--- config.mk ---
export PLATFORM = sky130hd
export DESIGN_NAME = serv_mtimer
export DESIGN_NICKNAME = d
export VERILOG_FILES = /design/src/rtl/serv_mtimer.sv
export SDC_FILE = /design/constraint.sdc
export NUM_CORES = 1
export LEC_CHECK = 0
export BUFFER_PORTS_ARGS = -buffer_cell sky130_fd_sc_hd__buf_4
export CORE_ASPECT_RATIO = 0.5
export CORE_MARGIN = 8
export CORE_UTILIZATION = 36
export CTS_CLUSTER_DIAMETER = 30
export DETAILED_ROUTE_END_ITERATION = 7
export SLEW_MARGIN = 10
export SYNTH_ARGS = -nofsm -noshare
export SYNTH_HDL_FRONTEND = slang
export SYNTH_SLANG_ARGS = --single-unit
--- constraint.sdc ---
create_clock -name i_clk -period 2.6 [get_ports i_clk]
set_input_delay 0.65 -clock i_clk [delete_from_list [all_inputs] [get_ports i_clk]]
set_output_delay 0.65 -clock i_clk [all_outputs]
set_load 0.02 [all_outputs]
--- src/rtl/serv_mtimer.sv ---
// RISC-V machine timer: 64-bit mtime/mtimecmp on a 32-bit Wishbone-classic slave,
// with an optional prescaler and a registered timer-interrupt-pending output.
module serv_mtimer #(
  parameter int DIV            = 1,
  parameter     RESET_STRATEGY = "MINI"
) (
  input  logic        i_clk,
  input  logic        i_rst,
  input  logic        i_wb_cyc,
  input  logic        i_wb_we,
  input  logic [1:0]  i_wb_adr,
  input  logic [31:0] i_wb_dat,
  output logic [31:0] o_wb_dat,
  output logic        o_wb_ack,
  output logic        o_mtip
);

  localparam int PRE_W = (DIV > 1) ? $clog2(DIV) : 1;
  localparam logic [PRE_W-1:0] PRE_MAX = PRE_W'(DIV - 1);

  logic [PRE_W-1:0] pre_q, pre_d;
  logic [63:0]      mtime_q, mtime_d;
  logic [63:0]      cmp_q, cmp_d;
  logic [31:0]      shadow_q, shadow_d;
  logic [31:0]      rdat_q, rdat_d;
  logic             ack_q;
  logic             mtip_q;
  logic             tick;
  logic             accept;
  logic             wr0, wr1, wr2, wr3, rd0;
  logic [32:0]      lo_inc;

  generate
    if (DIV == 1) begin : g_notick
      assign tick = 1'b1;
    end else begin : g_tick
      assign tick = (pre_q == PRE_MAX);
    end
  endgenerate

  // The pending ack blocks acceptance, so each request is seen exactly once.
  assign accept = i_wb_cyc & ~ack_q;
  assign wr0    = accept & i_wb_we  & (i_wb_adr == 2'd0);
  assign wr1    = accept & i_wb_we  & (i_wb_adr == 2'd1);
  assign wr2    = accept & i_wb_we  & (i_wb_adr == 2'd2);
  assign wr3    = accept & i_wb_we  & (i_wb_adr == 2'd3);
  assign rd0    = accept & ~i_wb_we & (i_wb_adr == 2'd0);
  assign lo_inc = {1'b0, mtime_q[31:0]} + 33'(tick);

  always_comb begin
    pre_d    = tick ? '0 : pre_q + 1'b1;
    mtime_d  = mtime_q + 64'(tick);
    cmp_d    = cmp_q;
    shadow_d = shadow_q;
    rdat_d   = rdat_q;

    if (wr0 | wr1)
      pre_d = '0;

    // A write owns its half; on a high-half write the low-half carry is dropped.
    if (wr0)
      mtime_d = {mtime_q[63:32], i_wb_dat};
    else if (wr1)
      mtime_d = {i_wb_dat, lo_inc[31:0]};

    if (wr2)
      cmp_d[31:0] = i_wb_dat;
    if (wr3)
      cmp_d[63:32] = i_wb_dat;

    // Latch the high half alongside a low read so a lo/hi pair is coherent.
    if (rd0)
      shadow_d = mtime_q[63:32];

    if (accept) begin
      case (i_wb_adr)
        2'd0:    rdat_d = mtime_q[31:0];
        2'd1:    rdat_d = shadow_q;
        2'd2:    rdat_d = cmp_q[31:0];
        default: rdat_d = cmp_q[63:32];
      endcase
    end
  end

  always_ff @(posedge i_clk) begin
    if (i_rst) begin
      pre_q    <= '0;
      mtime_q  <= '0;
      cmp_q    <= '1;
      shadow_q <= '0;
      rdat_q   <= '0;
    end else begin
      pre_q    <= pre_d;
      mtime_q  <= mtime_d;
      cmp_q    <= cmp_d;
      shadow_q <= shadow_d;
      rdat_q   <= rdat_d;
    end
  end

  generate
    if (RESET_STRATEGY == "NONE") begin : g_norst
      always_ff @(posedge i_clk) begin
        ack_q  <= accept;
        mtip_q <= (mtime_q >= cmp_q);
      end
    end else begin : g_rst
      always_ff @(posedge i_clk) begin
        if (i_rst) begin
          ack_q  <= 1'b0;
          mtip_q <= 1'b0;
        end else begin
          ack_q  <= accept;
          mtip_q <= (mtime_q >= cmp_q);
        end
      end
    end
  endgenerate

  assign o_wb_dat = rdat_q;
  assign o_wb_ack = ack_q;
  assign o_mtip   = mtip_q;

endmodule

==> flow_summary.json, run 1 <==
{
  "route.antenna.remaining_nets": 0,
  "initial_core_util_pct": 36.4,
  "rsz_0062_raised_after_global_routing": "false",
  "timing.critical_path.max_delay_family": "simple AND/OR/NAND/NOR gates",
  "final_layout_size_suffix_gt1_share_pct": 16.5,
  "worst_r2r_startpoint": "mtime_q[15]",
  "outcome": "finished, final reports clean",
  "io_pins": 72,
  "die_w_um": 257,
  "timing.clock.skew_ps": 11.4,
  "cts.hold.buffers_added": 0,
  "routed_wire_length_per_instance_um": 19.9,
  "critical_path.endpoint": "mtime_q[52]",
  "min_period_over_period_pct": 89.2,
  "hold_path.class": "register to register",
  "cts.repair_timing.setup_buffer_count": 0,
  "cpPeakStageDelay_ps": 530,
  "placement_rows": 44,
  "reg2reg_setup_slack_ps": 280,
  "regToRegEndpoint": "mtime_q[52]",
  "design.core.area_um2": 28800,
  "ctsRootBufferMaster": "clkbuf_16",
  "power.ir.vdd_worst_mv": 0.448,
  "cell_variety_after_synth": 57,
  "antenna_diode_instance_count": 0,
  "grt-ovfl-total": 0,
  "layout_min_cycle_time_ps": 2320,
  "iter_0_drt_violations": 856,
  "ctsResizeCount": 0,
  "cell_area_after_synthesis_um2": 10500,
  "worst_r2r_path_depth": 6,
  "hold_path_startpoint": "o_wb_dat[6]",
  "number_of_enable_type_register_cells_in_the_synthesized_netlist": 0,
  "post_syn_nets": 1349,
  "endpoint_kind": "register",
  "num_vias": 9555,
  "io_buffers": 71,
  "max_slew.worst_pin.slew_ps": 624,
  "drc": 0,
  "fmax_mhz": 431,
  "timing.critical_path.cells": "nand4_4 > nor3_4 > and3_1 > nand2_1 > or4_1 > a31oi_1",
  "grt_first_pass_wirelength_um": 54400,
  "finalWeightedCongestion": 0.935,
  "yosys_most_used_dff": "dfxtp_1",
  "hold_viol": 0,
  "timing.slew.headroom_pct": 58.4,
  "final-max-slew-violation-count": 0,
  "die_area_um2": 35200,
  "cts-buffers-inserted": 17,
  "arrival_ps": 2690,
  "p_per_cell_area_nw_per_um2": 527,
  "antenna_violations_before_repair": 0,
  "grtUsageTotal_pct": 19.4,
  "most-common-layout-cells": "257 x nand2_1, 194 x dfxtp_1, 125 x buf_4, 100 x a21oi_1, 74 x inv_1",
  "power_leakage_nw": 5.10,
  "clock_tree_sinks": 194,
  "clk_transition_reported_paths_ps": 70,
  "route.detailed.vias_per_inst": 5.55,
  "critPathLaunchType": "register",
  "detailed_place_hpwl_um": 24700,
  "synth.ff_latch_count": 194,
  "syn_to_final_growth_pct": 18.0,
  "drt_first_pass_iters": 6,
  "yosysSeqAreaShare_pct": 37.1,
  "avgSynthCellArea_um2": 8.41,
  "sum_of_negative_setup_slack_ps": 0,
  "critPathRequiredTime_ps": 2970,
  "tritoncts": "done",
  "crit_type": "register to register",
  "worstSetupPathDepth": 6,
  "crit_fanout": 8,
  "die_height_um": 137,
  "hold-worst-slack_ps": 455,
  "worst_skew_pair.late_latency_ps": 450,
  "total_power_mw": 6.52,
  "ctsLongestPathBuffers": 2,
  "critical_path.slowest_cell": "dfxtp_1",
  "postRouteWirelength_um": 34200,
  "critPathLaunch": "mtime_q[15]",
  "timing.final.setup_violations": 0,
  "first_global_vias": 9546,
  "cap_viol_max_count": 0,
  "cp_buf_inv_count": 0,
  "synth_warnings": 0,
  "synth-async-reset-ratio_pct": 0,
  "maximum_number_of_pins_on_one_net_before_global_route_repair": 101,
  "nets": 1424,
  "mostFrequentLayoutCell": "nand2_1",
  "postSynthCellCount": 1246,
  "cts.htree.levels": 4
}
-- state kept, by name (all words and copies together), names as in the netlist --
name,count
shadow_q,32
cmp_q,64
o_wb_dat,32
mtime_q,64
o_mtip,1
o_wb_ack,1
-- metal layers --
layer / wire length [um] / global-route usage [%] / up-vias / share of wire, %
met5: 0 / 0 / - / 0
met4: 702 / 6.35 / 0 / 2.1
met3: 2120 / 3.81 / 45 / 6.2
met2: 15300 / 31.2 / 301 / 45
met1: 16100 / 26.2 / 4602 / 47
li1: - / - / 4607 / -
-- cell usage after synthesis (all sizes together), types with 2 or more instances --
cell | n | share of area [%]
nand2 | 258 | 9.2
dfxtp | 194 | 37
a21oi | 100 | 4.8
inv | 75 | 2.7
clkbuf | 73 | 2.6
o211ai | 68 | 4.9
ha | 65 | 7.8
nor2 | 65 | 2.3
a211oi | 43 | 3.1
nand3 | 38 | 1.9
nand4 | 33 | 2.5
mux4 | 32 | 6.9
xnor2 | 21 | 1.8
xor2 | 20 | 1.7
nor3 | 19 | 1.2
nor4 | 19 | 1.3
o21ai | 15 | 0.72
a31oi | 9 | 0.54
and3 | 9 | 0.54
a22oi | 7 | 0.50
and4 | 7 | 0.59
nand2b | 6 | 0.36
nor2b | 6 | 0.36
o21a | 6 | 0.43
a221oi | 5 | 0.42
mux2i | 5 | 0.48
o22ai | 5 | 0.30
or4 | 5 | 0.36
and2 | 4 | 0.24
buf | 4 | 0.19
o32ai | 3 | 0.25
or2 | 3 | 0.18
a21o | 2 | 0.14
o211a | 2 | 0.19
o311ai | 2 | 0.17
o31a | 2 | 0.17
o31ai | 2 | 0.14
o41ai | 2 | 0.17
or3 | 2 | 0.17
-- worst register-to-register path, cell delays in order (launching register included) --
cell	delay [ps]
dfxtp_1	530
nand4_4	200
nor3_4	450
and3_1	260
nand2_1	160
or4_1	460
a31oi_1	190
-- kinds of logic (layout without fill, tap and decap cells) --
| family | Yosys count | count (layout) | synth area share, % |
|---|---|---|---|
| XOR/XNOR | 41 | 41 | 3.43 |
| buffers and inverters | 152 | 237 | 5.49 |
| AO/OA/AOI/OAI | 279 | 279 | 17.4 |
| flip-flops | 194 | 194 | 37.1 |
| AND/OR/NAND/NOR | 477 | 477 | 21.4 |
| adder cells (fa/ha/maj) | 65 | 65 | 7.76 |
| multiplexers | 38 | 38 | 7.46 |
-- stage by stage --
step                setup slack [ps]  utilization (%)  cell area (um2)  std cells
finish                           281             43.0            12400       1722
global route                   0.546             43.0            12400       1722
CTS                              314             43.0            12400       1722
detailed placement               211             41.0            11800       1693
global placement                 276             41.0            11800       1693
floorplan                        391                -            10500       1246
-- how the worst min path moves through the flow --
stage | cells after the start | to | slack (ps)
detailed placement | 2 | o_wb_dat[31] | 450
global placement | 2 | shadow_q[11] | 440
finish | 2 | o_wb_dat[6] | 450
CTS | 3 | cmp_q[31] | 450
floorplan | 2 | shadow_q[31] | 430
global route | 3 | cmp_q[61] | 460
-- cell type report --
| cell class | instances | area [um2] |
|---|---|---|
| Fill cell | 2814 | 16400 |
| Clock inverter | 10 | 113 |
| Timing Repair Buffer | 133 | 1100 |
| Multi-Input combinational cell | 900 | 6050 |
| Tap cell | 391 | 489 |
| Inverter | 75 | 282 |
| Sequential cell | 194 | 3880 |
| Clock buffer | 19 | 453 |
-- where the power goes --
part | switching [mW] | internal, mW | total (mW)
Clock | 1.17 | 1.45 | 2.62
Sequential | 0.0893 | 3.07 | 3.16
Combinational | 0.444 | 0.301 | 0.744
Total | 1.70 | 4.82 | 6.52
Note: power is estimated with default switching activity, not from simulation.
==> inputs of run 2 (changes only) <==
Settings changed: ABC_AREA set to 1.
==> flow_summary.json, run 2 <==
{
  "outcome": "finished, final reports clean",
  "postSynthCellCount": 1571,
  "min_period_over_period_pct": 85.5,
  "arrival_ps": 2600,
  "antenna_diode_instance_count": 0,
  "ctsLongestPathBuffers": 2,
  "ctsResizeCount": 0,
  "detailed_place_hpwl_um": 28400,
  "nets": 1716,
  "critPathLaunch": "mtime_q[1]",
  "max_slew.worst_pin.slew_ps": 645,
  "endpoint_kind": "register",
  "grtUsageTotal_pct": 21.0,
  "crit_type": "register to register",
  "regArea_um2": 3880,
  "timing.critical_path.cells": "ha_1 > inv_1 > nor2_2 > nand2_2 > nor2_4 > nand2_2 > nor2_2 > nand2_1 > nand2_1 > nand3_1 > a21oi_1",
  "power_leakage_nw": 5.47,
  "cts.hold.buffers_added": 0,
  "cp_buf_inv_count": 1,
  "final_layout_size_suffix_gt1_share_pct": 10.6,
  "synth_area_leader_cell": "dfxtp_1",
  "timing.final.setup_violations": 0,
  "yosys.area_share.simple_pct": 21.8,
  "final-max-slew-violation-count": 0,
  "yosys-top-cells-count": "290 x nand2_1, 219 x a21oi_1, 207 x o21ai_0, 194 x dfxtp_1, 179 x nor2_1",
  "hold-worst-slack_ps": 445,
  "reg2reg_setup_slack_ps": 380,
  "worst_skew_pair.late_latency_ps": 450,
  "fmax_mhz": 450,
  "most-common-layout-cells": "289 x nand2_1, 219 x a21oi_1, 207 x o21ai_0, 194 x dfxtp_1, 178 x nor2_1",
  "clk_transition_reported_paths_ps": 80,
  "combinational_family_with_the_most_area_after_synthesis": "compound AO/OA/AOI/OAI gates",
  "finalInstanceArea_um2": 12500,
  "num_vias": 10800,
  "critPathRequiredTime_ps": 2970,
  "multiInputGateArea_um2": 6160,
  "yosys.area_share.xor_xnor_pct": 2.98,
  "sum_of_negative_setup_slack_ps": 0,
  "drc": 0,
  "synth_warnings": 0,
  "mostFrequentLayoutCell": "nand2_1",
  "cell_variety_after_synth": 35,
  "cts.htree.levels": 4,
  "yosysSeqAreaShare_pct": 35.7,
  "first_global_vias": 10100,
  "synth.ff_latch_count": 194,
  "grt-ovfl-total": 0,
  "synth.area.top_cells": "dfxtp_1 36%, a21oi_1 10%, nand2_1 10%",
  "drt_first_pass_iters": 5,
  "yosys-mux-area-fraction_pct": 0,
  "design.core.area_um2": 30000,
  "route.detailed.vias_per_inst": 5.35,
  "yosysTopAreaCellShare_pct": 35.7,
  "io_buffers": 71,
  "avgSynthCellArea_um2": 6.93,
  "yosys.area_share.adder_pct": 7.47,
  "cts.repair_timing.setup_buffer_count": 0,
  "io_pins": 72,
  "critPathLaunchType": "register",
  "antenna_violations_before_repair": 1,
  "synth-async-reset-ratio_pct": 0,
  "rsz_0062_raised_after_global_routing": "false",
  "hold_path.class": "input port to register",
  "place_area_um2": 11900,
  "post_syn_nets": 1674,
  "clock_tree_sinks": 194,
  "routed_wire_length_per_instance_um": 19.1,
  "placement_rows": 45,
  "layout_min_cycle_time_ps": 2220,
  "syn_to_final_growth_pct": 14.4,
  "cap_viol_max_count": 0,
  "die_area_um2": 36400,
  "timing.slew.headroom_pct": 57.0,
  "die_w_um": 262,
  "tritoncts": "done",
  "crit_fanout": 5,
  "grt_first_pass_wirelength_um": 59700,
  "timing.critical_path.max_delay_family": "simple AND/OR/NAND/NOR gates",
  "die_height_um": 139,
  "hold_viol": 0,
  "cts-buffers-inserted": 17,
  "critical_path.slowest_cell": "dfxtp_1",
  "synth_most_common_cell": "nand2_1",
  "filler_cell_count": 3183,
  "yosys_most_used_dff": "dfxtp_1",
  "initial_core_util_pct": 36.3,
  "power.ir.vdd_worst_mv": 0.439,
  "iter_0_drt_violations": 1067,
  "postRouteWirelength_um": 38600,
  "ctsRootBufferMaster": "clkbuf_16",
  "largest_registers": "cmp_q (64), mtime_q (64)",
  "timing.clock.skew_ps": 13.7,
  "cpPeakStageDelay_ps": 390,
  "p_per_cell_area_nw_per_um2": 524,
  "route.antenna.remaining_nets": 0,
  "number_of_enable_type_register_cells_in_the_synthesized_netlist": 0,
  "cell_area_after_synthesis_um2": 10900,
  "maximum_number_of_pins_on_one_net_before_global_route_repair": 97,
  "finalWeightedCongestion": 0.983,
  "worst_r2r_startpoint": "mtime_q[1]",
  "hold_path_startpoint": "i_wb_dat[0]",
  "synth_compound_area_share_pct": 24.1
}
## run 2: cell types whose count changed in the layout (fill, tap and decap cells not counted), moves of 15 or more
cell | before | now
o211ai_1 | 68 | 3
mux4_2 | 32 | 0
a21oi_1 | 100 | 219
buf_4 | 125 | 92
nand4_1 | 29 | 12
nor4_1 | 15 | 0
inv_1 | 74 | 136
a221oi_1 | 5 | 27
a211oi_1 | 43 | 0
nor2_1 | 62 | 178
nand2_1 | 257 | 289
o21ai_0 | 15 | 207
## run 2: per-stage QoR
stage	power, mW	std cells	setup WS (ps)	util, %
6_report	6.53	2025	378	41.5
5_1_grt	6.77	2025	150	41.5
4_1_cts	6.55	2025	391	41.5
3_5_place_dp	4.06	1993	407	39.7
3_3_place_gp	4.06	1993	420	39.7
2_1_floorplan	3.71	1571	720	-
## run 2: kinds of logic after synthesis
family / after synthesis
simple gates: 566
buf+inv: 218
compound gates: 491
flops: 194
fa+ha+maj: 65
xor+xnor: 37
## run 2: layout make-up
class | instances | area share (%)
multi-input combinational | 1159 | 49.5
sequential | 194 | 31.2
timing repair buffer | 99 | 6.67
inverter | 142 | 4.29
tap | 399 | 4.01
clock buffer | 22 | 3.73
clock inverter | 10 | 0.613
## run 2: path summary, 6_finish.rpt
kind	end	depth (start not counted)
setup / recovery	mtime_q[52]	11
hold / removal	cmp_q[0]	3
setup reg to reg	mtime_q[52]	11
hold reg to reg	o_wb_dat[13]	2
## run 2: layer usage
layer,GRT usage [%],routed length (um),up-vias
li1,-,-,5363
met1,29.8,18400,5054
met2,31.6,16500,370
met3,4.27,2880,51
met4,6.56,897,2
met5,0,13,-
## run 2: worst min-delay path, cell delays in order
cell     delay [ps]
buf_4           100
nand2_1          50
nand3_1          60
## run 2: power by group
group | switching [mW] | internal [mW] | leakage (nW)
Clock | 1.24 | 1.29 | 0.258
Sequential | 0.116 | 3.10 | 1.58
Combinational | 0.496 | 0.285 | 3.63
==> inputs of run 3 (changes only) <==
Settings changed: MAX_ROUTING_LAYER set to met4.
==> flow_summary.json, run 3 (same netlist as run 2, synthesis figures left out) <==
{
  "outcome": "finished, final reports clean",
  "final-max-slew-violation-count": 0,
  "met3_length_um": 2180,
  "grt-ovfl-total": 0,
  "largest_registers": "cmp_q (64), mtime_q (64)",
  "grt_first_pass_wirelength_um": 59900,
  "final_util_pct": 41.7,
  "power.sequential.fraction_pct": 48.3,
  "met1_length_um": 19300,
  "p_per_cell_area_nw_per_um2": 533,
  "critPathRequiredTime_ps": 2940,
  "timing.slew.headroom_pct": 56.3,
  "power.ir.vdd_worst_mv": 0.480,
  "arrival_ps": 2460,
  "mostFrequentLayoutCell": "nand2_1",
  "detailed_place_hpwl_um": 29000,
  "drt_first_pass_iters": 6,
  "filler_cell_count": 3178,
  "power_internal_mw": 4.80,
  "die_area_um2": 36400,
  "syn_to_final_growth_pct": 14.9,
  "clock_power_share_pct": 39.9,
  "cap_viol_max_count": 0,
  "final_layout_size_suffix_gt1_share_pct": 10.8,
  "num_vias": 10800,
  "initial_core_util_pct": 36.3,
  "ctsLongestPathBuffers": 2,
  "route.antenna.remaining_nets": 0,
  "crit_fanout": 5,
  "hold-worst-slack_ps": 433,
  "endpoint_kind": "register",
  "hold_path_startpoint": "i_wb_dat[14]",
  "die_height_um": 139,
  "worst_skew_pair.late_latency_ps": 460,
  "iter_0_drt_violations": 1018,
  "nets": 1717,
  "antenna_diode_instance_count": 0,
  "antenna_violations_before_repair": 0,
  "clock_tree_sinks": 194,
  "layout_min_cycle_time_ps": 2120,
  "worst_r2r_path_depth": 10,
  "clk_transition_reported_paths_ps": 70,
  "worst_r2r_startpoint": "mtime_q[1]",
  "power.combinational.fraction_pct": 11.8,
  "rsz_0062_raised_after_global_routing": "false",
  "route.detailed.vias_per_inst": 5.31,
  "multiInputGateArea_um2": 6160,
  "ctsResizeCount": 0,
  "worst_hold_path.num_cells": 3,
  "drc": 0,
  "regToRegEndpoint": "mtime_q[34]",
  "regArea_um2": 3880,
  "hold_viol": 0,
  "reg2reg_setup_slack_ps": 480,
  "postRouteWirelength_um": 38900,
  "critPathLaunchType": "register",
  "placement_rows": 45,
  "io_buffers": 71,
  "cts.hold.buffers_added": 0,
  "ctsRootBufferMaster": "clkbuf_16",
  "crit_type": "register to register",
  "cts-buffers-inserted": 17,
  "die_w_um": 262,
  "maximum_number_of_pins_on_one_net_before_global_route_repair": 65,
  "most-common-layout-cells": "289 x nand2_1, 219 x a21oi_1, 207 x o21ai_0, 194 x dfxtp_1, 178 x nor2_1",
  "hold_path_end": "cmp_q[14]",
  "hold_path.class": "input port to register",
  "timing.clock.skew_ps": 9.12,
  "switchingPower_mw": 1.86,
  "cts.repair_timing.setup_buffer_count": 0,
  "total_power_mw": 6.66,
  "timing.final.setup_violations": 0,
  "cts.htree.levels": 4,
  "design.core.area_um2": 30000,
  "highest_layer": "met4",
  "fmax_mhz": 471,
  "grtUsageTotal_pct": 21.9,
  "min_period_over_period_pct": 81.6,
  "switching_share_pct": 27.9,
  "io_pins": 72,
  "power_leakage_nw": 5.49,
  "sum_of_negative_setup_slack_ps": 0,
  "finalWeightedCongestion": 1.04,
  "tritoncts": "done",
  "max_slew.worst_pin.slew_ps": 656,
  "routed_met2_length_um": 16800,
  "first_global_vias": 9962,
  "routed_wire_length_per_instance_um": 19.2
}
## run 3: cell types whose count changed in the layout (fill, tap and decap cells not counted), sizes merged
| cell | previous run | this run |
|---|---|---|
| inv | 144 | 142 |
| bufinv | 0 | 2 |
| clkbuf | 22 | 19 |
| clkinvlp | 3 | 4 |
| clkinv | 5 | 7 |
| buf | 99 | 100 |
## run 3: cell type report
type / count / area share (%)
sequential: 194 / 31.1
clock buffer: 19 / 3.46
timing repair buffer: 100 / 6.81
tap: 399 / 3.99
multi-input combinational: 1159 / 49.3
clock inverter: 13 / 1.09
inverter: 142 / 4.27
## run 3: through the flow
step | setup slack (ps) | cell area [um2] | cells
floorplan | 720 | 10900 | 1571
global placement | 390 | 11900 | 1994
detailed placement | 386 | 11900 | 1994
CTS | 492 | 12500 | 2026
global route | 205 | 12500 | 2026
finish | 477 | 12500 | 2026
## run 3: power by group through the flow
stage,logic [mW],registers [mW],clock network (mW)
final,0.784,3.22,2.66
after global routing,0.871,3.23,2.81
after CTS,0.783,3.22,2.70
after detailed placement,0.779,3.28,0
after global placement,0.776,3.28,0
after floorplan,0.411,3.29,0
## run 3: worst max path at each step
stage | startpoint | end | slack (ps) | cells after the start
finish | mtime_q[1] | mtime_q[34] | 480 | 10
global route | mtime_q[1] | mtime_q[34] | 200 | 10
CTS | mtime_q[1] | mtime_q[36] | 490 | 10
detailed placement | i_wb_cyc | mtime_q[17] | 390 | 13
global placement | i_wb_cyc | mtime_q[18] | 390 | 13
floorplan | i_wb_cyc | mtime_q[34] | 720 | 11
## run 3: critical path, cell delays in order (launching register included)
cell	delay (ps)
dfxtp_1	390
ha_1	240
inv_1	100
nor2_2	190
nand2_2	170
nor2_2	230
nand2_1	210
o21ai_0	270
nand2_1	70
nor2_1	90
nor3_1	50
## run 3: per-layer routing
| layer | global-route usage, % | up-vias |
|---|---|---|
| met5 | - | - |
| met4 | 6.59 | 0 |
| met3 | 3.38 | 45 |
| met2 | 31.8 | 314 |
| met1 | 31.0 | 5024 |
| li1 | - | 5368 |
